$ cat config.mk
export PLATFORM = sky130hd
export DESIGN_NAME = fxp_requant
export DESIGN_NICKNAME = d
export VERILOG_FILES = /design/src/rtl/fxp_requant_pkg.sv /design/src/rtl/fxp_sat_round.sv /design/src/rtl/fxp_requant.sv
export SDC_FILE = /design/constraint.sdc
export NUM_CORES = 1
export LEC_CHECK = 0
export CAP_MARGIN = 30
export CORE_ASPECT_RATIO = 0.9
export CORE_MARGIN = 1.5
export CORE_UTILIZATION = 45
export DETAILED_ROUTE_END_ITERATION = 10
export PLACE_DENSITY = 0.67
export SLEW_MARGIN = 30
export SYNTH_ARGS = -nofsm -noshare
export SYNTH_HDL_FRONTEND = slang
export SYNTH_SLANG_ARGS = --single-unit
$ cat constraint.sdc
create_clock -name clk -period 6.1 [get_ports clk]
set_input_delay 1.22 -clock clk [delete_from_list [all_inputs] [get_ports clk]]
set_output_delay 1.22 -clock clk [all_outputs]
set_load 0.01 [all_outputs]
$ cat src/rtl/fxp_requant_pkg.sv
// Shared configuration and types for the fxp_requant streaming requantizer.
// The data width follows the WORD_SIZE define when one is supplied and is 16 otherwise.
`ifndef WORD_SIZE
`define WORD_SIZE 16
`endif

package fxp_requant_pkg;

    localparam int WORD_SIZE = `WORD_SIZE;
    localparam int QW        = 4;

    localparam logic signed [WORD_SIZE-1:0] MAX_POS = {1'b0, {(WORD_SIZE-1){1'b1}}};
    localparam logic signed [WORD_SIZE-1:0] MAX_NEG = {1'b1, {(WORD_SIZE-1){1'b0}}};

    // Largest legal fractional-bit count, in field width and one bit wider for compares.
    localparam logic [QW-1:0] F_MAX   = QW'(WORD_SIZE - 1);
    localparam logic [QW:0]   F_MAX_W = {1'b0, F_MAX};

    typedef struct packed {
        logic                          valid;
        logic signed [2*WORD_SIZE-1:0] data;
        logic                          rnd;
        logic [QW-1:0]                 f;
        logic                          cfg_err;
    } stage_t;

endpackage

$ cat src/rtl/fxp_sat_round.sv
// fxp_sat_round: combinational round-and-saturate from 2*WORD_SIZE bits to WORD_SIZE bits.
// The round bit is added only when FXP_ROUND_EN is defined; otherwise it is ignored.
module fxp_sat_round
    import fxp_requant_pkg::*;
(
    input  logic signed [2*WORD_SIZE-1:0] data_i,
    input  logic                          rnd_i,
    output logic signed [WORD_SIZE-1:0]   data_o,
    output logic                          sat_o
);

`ifdef FXP_ROUND_EN
    localparam logic ROUND_EN = 1'b1;
`else
    localparam logic ROUND_EN = 1'b0;
`endif

    logic signed [2*WORD_SIZE-1:0] sum;
    logic [WORD_SIZE:0]            top;

    always_comb begin
        sum    = data_i + $signed({{(2*WORD_SIZE-1){1'b0}}, rnd_i & ROUND_EN});
        // The value fits only if every bit above the output sign bit repeats it.
        top    = sum[2*WORD_SIZE-1:WORD_SIZE-1];
        sat_o  = (top != '0) && (top != '1);
        data_o = sum[WORD_SIZE-1:0];
        if (sat_o) begin
            data_o = sum[2*WORD_SIZE-1] ? MAX_NEG : MAX_POS;
        end
    end

endmodule

$ cat src/rtl/fxp_requant.sv
// fxp_requant: two-stage streaming requantizer (align, then round/saturate) with valid/ready.
// Right-shift rounding is enabled by defining FXP_ROUND_EN; the default build truncates.
module fxp_requant
    import fxp_requant_pkg::*;
(
    input  logic                        clk,
    input  logic                        rst,
    input  logic                        in_valid,
    output logic                        in_ready,
    input  logic signed [WORD_SIZE-1:0] DataIn,
    input  logic [QW-1:0]               QI_in,
    input  logic [QW-1:0]               QF_in,
    input  logic [QW-1:0]               QF_target,
    output logic                        out_valid,
    input  logic                        out_ready,
    output logic signed [WORD_SIZE-1:0] DataOut,
    output logic [QW-1:0]               QI_out,
    output logic [QW-1:0]               QF_out,
    output logic                        Sat,
    output logic                        CfgErr,
    input  logic                        ClearCount,
    output logic [15:0]                 SatCount
);

    stage_t                        s1_q, s1_d;
    logic                          out_valid_q;
    logic signed [WORD_SIZE-1:0]   data_q;
    logic [QW-1:0]                 qi_q, qf_q;
    logic                          sat_q, cfg_q;
    logic [15:0]                   cnt_q, cnt_d;
    logic                          s2_free;
    logic signed [2*WORD_SIZE-1:0] ext;
    logic signed [QW:0]            shift;
    logic [QW:0]                   rsh;
    logic signed [WORD_SIZE-1:0]   sr_data;
    logic                          sr_sat;
    logic                          unused_qi;

    assign unused_qi = ^QI_in;
    assign s2_free   = !out_valid_q || out_ready;
    assign in_ready  = !rst && (!s1_q.valid || s2_free);

    // Stage 1: clamp target format and align the sample to it
    always_comb begin
        s1_d         = '0;
        s1_d.valid   = in_valid;
        s1_d.cfg_err = (QF_target == '0) || ({1'b0, QF_target} > F_MAX_W);
        s1_d.f       = s1_d.cfg_err ? F_MAX : QF_target;
        shift        = $signed({1'b0, s1_d.f}) - $signed({1'b0, QF_in});
        rsh          = $unsigned(-shift);
        ext          = {{WORD_SIZE{DataIn[WORD_SIZE-1]}}, DataIn};
        if (shift > 0) begin
            s1_d.data = ext << shift[QW-1:0];
        end else if (shift < 0) begin
            s1_d.data = ext >>> rsh;
            s1_d.rnd  = ext[rsh - (QW+1)'(1)];
        end else begin
            s1_d.data = ext;
        end
    end

    // Stage 2: round, saturate and hold until accepted
    fxp_sat_round u_sat_round (
        .data_i (s1_q.data),
        .rnd_i  (s1_q.rnd),
        .data_o (sr_data),
        .sat_o  (sr_sat)
    );

    always_comb begin
        cnt_d = cnt_q;
        if (ClearCount) begin
            cnt_d = '0;
        end else if (out_valid_q && out_ready && sat_q && (cnt_q != 16'hFFFF)) begin
            cnt_d = cnt_q + 16'd1;
        end
    end

    always_ff @(posedge clk) begin
        if (rst) begin
            s1_q.valid  <= 1'b0;
            out_valid_q <= 1'b0;
            data_q      <= '0;
            qi_q        <= '0;
            qf_q        <= '0;
            sat_q       <= 1'b0;
            cfg_q       <= 1'b0;
            cnt_q       <= '0;
        end else begin
            if (in_ready) begin
                s1_q <= s1_d;
            end
            if (s2_free) begin
                out_valid_q <= s1_q.valid;
                if (s1_q.valid) begin
                    data_q <= sr_data;
                    sat_q  <= sr_sat;
                    qf_q   <= s1_q.f;
                    qi_q   <= QW'(WORD_SIZE) - s1_q.f;
                    cfg_q  <= s1_q.cfg_err;
                end
            end
            cnt_q <= cnt_d;
        end
    end

    assign out_valid = out_valid_q;
    assign DataOut   = data_q;
    assign QI_out    = qi_q;
    assign QF_out    = qf_q;
    assign Sat       = sat_q;
    assign CfgErr    = cfg_q;
    assign SatCount  = cnt_q;

endmodule

==> results.cfg, run 1 <==
[drt]
vias = 4595
drc = 0
drt_iter0_markers = 319
wl_per_cell_um = 16.5
firstDrtPassIters = 5
ant_nets = 0
totalWireLength_mm = 12.9
vias_per_cell = 5.86

[power]
total_power_w = 0.00180
p_leak_nw = 2.25
ir_worst_vdd_mv = 0.139
power_density_nw_per_um2 = 294

[min_path]
hp-class = flip-flop to flip-flop
hold_path_depth = 2
hold_end = QI_out[2]
hold_path.startpoint = QI_out[2]

[synth]
synth_edf_count = 36
ys_async_sr_fraction_pct = 0
synth_cell_types = 50
synthTopCellsByArea = edfxtp_1 (22%), dfxtp_1 (17%), nand2_1 (6.5%)
yosys_register_bits = 79
synth_top_area_share_pct = 21.7
syn_nets = 635
synthTopCellsByCount = nand2_1 (86), nor2_1 (69), a21oi_1 (53), o21ai_0 (44), dfxtp_1 (43)
yosysMostFrequentCell = nand2_1
synth_ff_type = dfxtp_1
synthCells = 593
synth_area_um2 = 4980
yosysTopAreaCell = edfxtp_1
synth-seq-area-share_pct = 39.0
synth-warning-count = 0
syn_area_per_cell_um2 = 8.40

[floorplan]
ios = 77
std_cell_rows = 36
die_area_um2 = 11700
die_w_um = 114
start_util_pct = 46.1
chipHeight_um = 103
coreArea_um2 = 10800

[clocking]
cts_setup_buffers = 0
cts_tree = yes
path_clk_slew_ns = 0.06
cts-root-buf = clkbuf_16
cts_buffers = 9
h-tree-depth = 3
ctsResizeCount = 0
cts_sinks = 79
clock_latency_ns = 0.33
clk_path_buf_depth = 2
cts_hold_buf = 0

[setup_path]
arrival_ns = 5.41
required_ns = 6.24
r2r_setup_slack_ns = 3.96
reg2reg_to = DataOut[14]
reg2reg_from = s1_q[32]
path_class = primary input to flip-flop
end_kind = flip-flop
worst_setup_path_start_kind = primary input
critPathMaxFanout = 13
ff2ff_path_depth = 4

[global_route]
overflow = 0
grt_pass1_vias = 4041
grt_max_degree = 40
antenna_found_initial = 0
grt_pass1_wl_mm = 20.6
grt.total_usage_pct = 22.5

[run]
drv_cap = 0

[sta]
min_period_ns = 5.28
worst_hold_slack_ns = 0.456
rsz0062_at_grt = no
tns_ns = 0
fin_crit_sh_pct = 86.5
setup_violations = 0
fmaxAchievable_mhz = 190
worstMarginPinSlew_ns = 0.877
slew_headroom_pct = 40.9
slew_viol_final = 0
final_hold_viol_count = 0
skew_ns = 0.00885

[placed_design]
port_buffers = 72
dp_hpwl_mm = 9.59
place_congestion = 0.934

[layout]
drive_gt1_share_pct = 8.14
fill_cells = 995
nets = 688
area.growth.synth_to_final_pct = 23.1
n_antenna_cell = 0

[outcome]
status = complete, no violations
[critical path, cell delays in order]
cell             delay [ns]
clkdlybuf4s50_1        0.41
nor4_1                 0.50
nor2_1                 0.13
ha_1                   0.22
inv_1                  0.07
fa_1                   0.46
inv_1                  0.08
buf_4                  0.19
ha_1                   0.30
nand3_1                0.11
ha_1                   0.45
o21ai_0                0.76
a31oi_1                0.20
o31ai_1                0.29
[per-layer routing]
layer	global-route usage (%)	up-vias	routed length, um
met3	3.64	20	725
met4	7.60	0	218
met5	0	-	0
met2	36.0	192	5810
met1	31.3	2117	6160
li1	-	2266	-
[power breakdown]
part           switching [W]  internal (W)
Sequential         0.0000207      0.000621
Combinational       0.000379      0.000244
Clock               0.000198      0.000340
Total               0.000597       0.00120
[metrics by stage]
stage | instances | utilization (%) | instance area, um2 | worst slack (ns)
6_report | 784 | 56.8 | 6140 | 0.824
3_5_place_dp | 768 | 53.8 | 5820 | 0.632
5_1_grt | 784 | 56.8 | 6140 | 0.648
2_1_floorplan | 593 | - | 4980 | 1.34
3_3_place_gp | 767 | 53.6 | 5790 | 0.642
4_1_cts | 784 | 56.7 | 6130 | 0.946
[cell families (layout without fill, tap and decap cells)]
kind of cell,Yosys count,in the layout,share of synthesized area (%)
muxes,39,39,8.96
adders and majority gates,9,9,2.41
AOI/OAI and AO/OA,160,160,20.0
xor gates and xnor gates,22,22,4.32
DFF,79,79,39.0
and+or+nand+nor,228,228,20.7
buffers and inverters,56,114,4.62
[registers in the layout, summed over array words and instances, names as in the netlist]
name / cells
SatCount: 16
QF_out: 3
out_valid: 1
Sat: 1
s1_q: 37
DataOut: 16
QI_out: 4
CfgErr: 1
[worst max path at each step]
| stage | startpoint | endpoint | slack, ns | depth (start not counted) |
|---|---|---|---|---|
| floorplan | rst | in_ready | 1.34 | 3 |
| global placement | QF_target[1] | s1_q[7] | 0.64 | 14 |
| detailed placement | QF_target[1] | s1_q[7] | 0.63 | 14 |
| CTS | QF_target[1] | s1_q[7] | 0.95 | 14 |
| global route | QF_target[1] | s1_q[6] | 0.65 | 16 |
| finish | QF_target[1] | s1_q[7] | 0.82 | 14 |
[placed cells by master (no fill, tap or decap), drive strengths merged, types with 5 or more instances in the layout]
cell,synthesis,final
o21ai,44,44
mux2i,30,30
clkbuf,32,11
ha,8,8
inv,13,14
nor3b,5,5
nor2,69,69
nor3,8,8
nand3,15,15
edfxtp,36,36
dfxtp,43,43
mux2,5,5
a21oi,54,54
a31oi,10,10
nand2b,5,5
a311oi,15,15
clkdlybuf4s50,0,72
xor2,12,12
nor2b,7,7
buf,11,13
xnor2,10,10
o211ai,8,8
nand4,7,7
nand2,86,86
nor4,6,6
[final cells by class]
type / count / area [um2] / share of cell area (%)
multi-input combinational: 458 / 2850 / 46.4
sequential: 79 / 1940 / 31.6
timing repair buffer: 85 / 822 / 13.4
clock buffer: 11 / 254 / 4.14
tap: 133 / 166 / 2.71
clock inverter: 5 / 53.8 / 0.877
inverter: 13 / 48.8 / 0.795
Note: power is estimated with default switching activity, not from simulation.
==> run 2: changes to the inputs <==
--- a/config.mk
+++ b/config.mk
@@ -10,7 +10,7 @@
 export CORE_MARGIN = 1.5
 export CORE_UTILIZATION = 45
 export DETAILED_ROUTE_END_ITERATION = 10
-export PLACE_DENSITY = 0.67
+export PLACE_DENSITY = 0.69
 export SLEW_MARGIN = 30
 export SYNTH_ARGS = -nofsm -noshare
 export SYNTH_HDL_FRONTEND = slang
==> run 2 against run 1 <==
Via count down 0.94%. First-iteration DRC count decreased by 2.5%. Combinational power is 1% lower.
==> results.cfg, run 2 (same netlist as run 1, synthesis figures left out) <==
[floorplan]
ios = 77
chipHeight_um = 103
coreArea_um2 = 10800
std_cell_rows = 36
start_util_pct = 46.1
die_area_um2 = 11700
die_w_um = 114

[clocking]
cts_hold_buf = 0
cts_tree = yes
clock_latency_ns = 0.32
cts_buffers = 9
path_clk_slew_ns = 0.05
h-tree-depth = 3
clk_path_buf_depth = 2
cts_sinks = 79
cts_setup_buffers = 0
cts-root-buf = clkbuf_16
ctsResizeCount = 0

[setup_path]
required_ns = 6.12
end_kind = flip-flop
path_class = primary input to flip-flop
worst_setup_path_start_kind = primary input
r2r_setup_slack_ns = 4.03
critPathMaxFanout = 18
arrival_ns = 5.09

[layout]
final_cell_mix = nand2_1 (86), clkdlybuf4s50_1 (72), nor2_1 (69), a21oi_1 (52), o21ai_0 (44)
n_antenna_cell = 0
top_register = s1_q
area.growth.synth_to_final_pct = 23.0
finalNonFillerCells = 783
largest_register_ff_count = 37
drive_gt1_share_pct = 7.69
final_common_cell = nand2_1
fin_area_um2 = 6130
nets = 687

[min_path]
hp-class = flip-flop to flip-flop

[sta]
fin_ws_ns = 1.03
slew_viol_final = 0
final_hold_viol_count = 0
slew_headroom_pct = 38.6
worstMarginPinSlew_ns = 0.914
fin_crit_sh_pct = 83.1
fmaxAchievable_mhz = 197
setup_violations = 0
skew_ns = 0.00830
tns_ns = 0
min_period_ns = 5.07
rsz0062_at_grt = no
worst_hold_slack_ns = 0.453

[power]
switching_share_pct = 32.3
ir_worst_vdd_mv = 0.207
p_int_w = 0.00123
combPwrFrac_pct = 34.0
power_frac_seq_pct = 35.4
p_leak_nw = 2.25
p_switching_w = 0.000587
p_clk_share_pct = 30.7
power_density_nw_per_um2 = 296

[drt]
drc = 0
vias = 4552
vias_per_cell = 5.81
ant_nets = 0
firstDrtPassIters = 5
drt_iter0_markers = 311
wl_per_cell_um = 16.4
totalWireLength_mm = 12.9

[global_route]
grt_max_degree = 40
overflow = 0
grt.total_usage_pct = 21.9
grt_pass1_wl_mm = 20.2
antenna_found_initial = 0
grt_pass1_vias = 4022

[placed_design]
place_congestion = 0.982
dpl.cell_count = 767
port_buffers = 72
dp_hpwl_mm = 9.55
placed_cell_area_um2 = 5810
post-place-ws_ns = 0.702

[outcome]
status = complete, no violations

[run]
drv_cap = 0
[run 2: final timing paths]
path                                    from    endpoint  cells after the start
worst min-delay path               QF_out[2]   QF_out[2]                      2
worst max-delay path            QF_target[1]     s1_q[6]                     16
worst min register to register     QF_out[2]   QF_out[2]                      2
worst max register to register      s1_q[32]  DataOut[1]                      4
[run 2: layout make-up]
| class | instances | area [um2] |
|---|---|---|
| Inverter | 13 | 48.8 |
| Sequential cell | 79 | 1940 |
| Tap cell | 133 | 166 |
| Clock buffer | 14 | 287 |
| Timing Repair Buffer | 84 | 811 |
| Clock inverter | 2 | 35.0 |
| Multi-Input combinational cell | 458 | 2840 |
| Fill cell | 993 | 4680 |
[run 2: per-layer routing]
metal  vias up  GRT usage (%)  share of wire [%]
li1       2254              -                  -
met1      2092           29.8                 47
met2       182           35.8                 45
met3        24           3.29                6.3
met4         0           7.79                2.1
met5         -              0                  0
[run 2: metrics by stage]
step                util [%]  total power, W
floorplan                  -         0.00108
global placement        53.6         0.00125
detailed placement      53.7         0.00126
CTS                     56.7         0.00181
global route            56.7         0.00191
finish                  56.7         0.00181
[run 2: power by group through the flow]
stage	sequential, W	clock (W)	combinational (W)
2_1_floorplan	0.000652	0	0.000431
4_1_cts	0.000642	0.000565	0.000606
6_report	0.000642	0.000557	0.000616
3_3_place_gp	0.000650	0	0.000596
5_1_grt	0.000646	0.000595	0.000671
3_5_place_dp	0.000653	0	0.000603
[run 2: worst max-delay path: stages]
cell             delay [ns]
clkdlybuf4s50_1        0.42
nor4_1                 0.51
nor2_1                 0.12
ha_1                   0.22
inv_1                  0.07
fa_1                   0.44
inv_1                  0.08
buf_4                  0.20
ha_1                   0.63
mux2_2                 0.42
nor2_1                 0.09
a21oi_1                0.07
mux2i_1                0.22
nand2_1                0.08
o211ai_1               0.16
a221oi_1               0.12
==> run 3: changes to the inputs <==
==> constraint.sdc (replaced) <==
create_clock -name clk -period 4.8 [get_ports clk]
set_input_delay 0.96 -clock clk [delete_from_list [all_inputs] [get_ports clk]]
set_output_delay 0.96 -clock clk [all_outputs]
set_load 0.01 [all_outputs]
==> run 3 against run 2 <==
Global-route usage rose by 0.91 points. Critical path depth fell by 1. Critical path type unchanged. Worst hold slack better by 0.0027 ns. Largest cell class unchanged. Non-clock buffer count rose by 9. Worst setup slack worse by 0.69 ns.
==> results.cfg, run 3 (same netlist as run 1, synthesis figures left out) <==
[floorplan]
die_area_um2 = 11700
std_cell_rows = 36
start_util_pct = 46.1
coreArea_um2 = 10800
ios = 77
die_w_um = 114
chipHeight_um = 103

[clocking]
clock_latency_ns = 0.33
h-tree-depth = 3
cts_tree = yes
ctsResizeCount = 0
cts_hold_buf = 0
cts_sinks = 79
cts_setup_buffers = 0
cts_buffers = 9
clk_path_buf_depth = 2
path_clk_slew_ns = 0.06
cts-root-buf = clkbuf_16

[sta]
final_hold_viol_count = 0
worstMarginPinSlew_ns = 0.776
slew_viol_final = 0
fmaxAchievable_mhz = 224
tns_ns = 0
fin_crit_sh_pct = 92.9
setup_violations = 0
min_period_ns = 4.46
rsz0062_at_grt = no
slew_headroom_pct = 47.9
skew_ns = 0.00579

[setup_path]
crit_buf_inv = 4
crit_slowest_cell = fa_1
cp_cell_sequence = clkdlybuf4s50_1, nor4_1, nor2_1, ha_1, inv_1, fa_1, inv_1, ha_1, buf_4, mux2i_1, a21oi_1, mux2i_1, nand2_1, o211ai_1, a221oi_1
path_class = primary input to flip-flop
arrival_ns = 4.57
worst_setup_path_start_kind = primary input
crit_family = adder cells
end_kind = flip-flop
required_ns = 4.91
max_stage_delay_ns = 0.46
critPathMaxFanout = 9

[power]
p_leak_nw = 2.28
power_frac_seq_pct = 35.9
switching_share_pct = 33.6
p_clk_share_pct = 28.4
ir_worst_vdd_mv = 0.200
power_density_nw_per_um2 = 369
p_switching_w = 0.000764
combPwrFrac_pct = 35.7
p_int_w = 0.00151

[layout]
fin_area_um2 = 6180
final_common_cell = nand2_1
nets = 696
drive_gt1_share_pct = 8.95
final_cell_mix = nand2_1 (86), clkdlybuf4s50_1 (72), nor2_1 (69), a21oi_1 (52), o21ai_0 (44)
n_antenna_cell = 0
top_register = s1_q
area.growth.synth_to_final_pct = 23.9
largest_register_ff_count = 37
fin_util_pct = 57.1

[global_route]
grt.total_usage_pct = 22.8
antenna_found_initial = 0
grt_pass1_wl_mm = 20.9
overflow = 0
grt_max_degree = 39
grt_pass1_vias = 4051

[drt]
vias = 4567
firstDrtPassIters = 5
drc = 0
totalWireLength_mm = 13.1
ant_nets = 0
vias_per_cell = 5.77
wl_per_cell_um = 16.5
drt_iter0_markers = 307

[run]
drv_cap = 0

[outcome]
status = complete, no violations

[placed_design]
dp_hpwl_mm = 9.92
place_congestion = 0.991
port_buffers = 72
placed_cell_area_um2 = 5890

[min_path]
hp-class = flip-flop to flip-flop
==> run 3: changes by cell type in the layout (fill, tap and decap cells not counted) <==
cell | previous run | this run
xnor2_2 | 3 | 2
clkbuf_16 | 11 | 9
clkbuf_1 | 3 | 0
clkinv_2 | 1 | 2
xnor2_1 | 7 | 8
nor2b_4 | 0 | 1
clkinv_4 | 0 | 1
nor2b_2 | 1 | 0
buf_12 | 0 | 1
clkinvlp_4 | 0 | 1
buf_4 | 12 | 20
clkinv_1 | 0 | 2
==> run 3: worst min-delay path, delay by kind of cell, from the launching register on <==
kind,cells,cell delay (ns)
and+or+nand+nor,1,0.05
AOI/OAI and AO/OA,1,0.05
DFF,1,0.31
==> run 3: area by class of cell <==
class                      instances  area, um2
timing repair buffer              93        891
multi-input combinational        458       2840
clock inverter                     7       63.8
fill                            1040       4630
tap                              133        166
sequential                        79       1940
inverter                          13       48.8
clock buffer                       9        225
==> run 3: per-layer routing <==
layer | wire, um | GRT usage, % | vias to the layer above
li1 | - | - | 2280
met5 | 0 | 0 | -
met2 | 5880 | 36.7 | 152
met3 | 666 | 3.76 | 14
met4 | 170 | 6.25 | 0
met1 | 6380 | 32.0 | 2121
==> run 3: power by group through the flow <==
| stage | sequential (W) | clock (W) | combinational (W) |
|---|---|---|---|
| floorplan | 0.000829 | 0 | 0.000548 |
| finish | 0.000817 | 0.000647 | 0.000813 |
| global placement | 0.000827 | 0 | 0.000792 |
| CTS | 0.000817 | 0.000659 | 0.000802 |
| detailed placement | 0.000831 | 0 | 0.000799 |
| global route | 0.000823 | 0.000693 | 0.000882 |
==> run 3: path summary, 6_finish.rpt <==
path | start | to | slack, ns | cells past startpoint
worst max-delay path | QF_target[1] | s1_q[6] | 0.34 | 15
worst min register to register | QI_out[2] | QI_out[2] | 0.46 | 2
worst min-delay path | QI_out[2] | QI_out[2] | 0.46 | 2
worst max register to register | s1_q[32] | DataOut[4] | 2.66 | 4
==> run 3: through the flow <==
stage | instances | total power [W] | setup WS (ns) | hold slack [ns]
floorplan | 593 | 0.00138 | 0.431 | 0.471
global placement | 776 | 0.00162 | 0.188 | 0.445
detailed placement | 776 | 0.00163 | 0.134 | 0.448
CTS | 792 | 0.00228 | 0.467 | 0.454
global route | 792 | 0.00240 | 0.136 | 0.468
finish | 792 | 0.00228 | 0.341 | 0.455
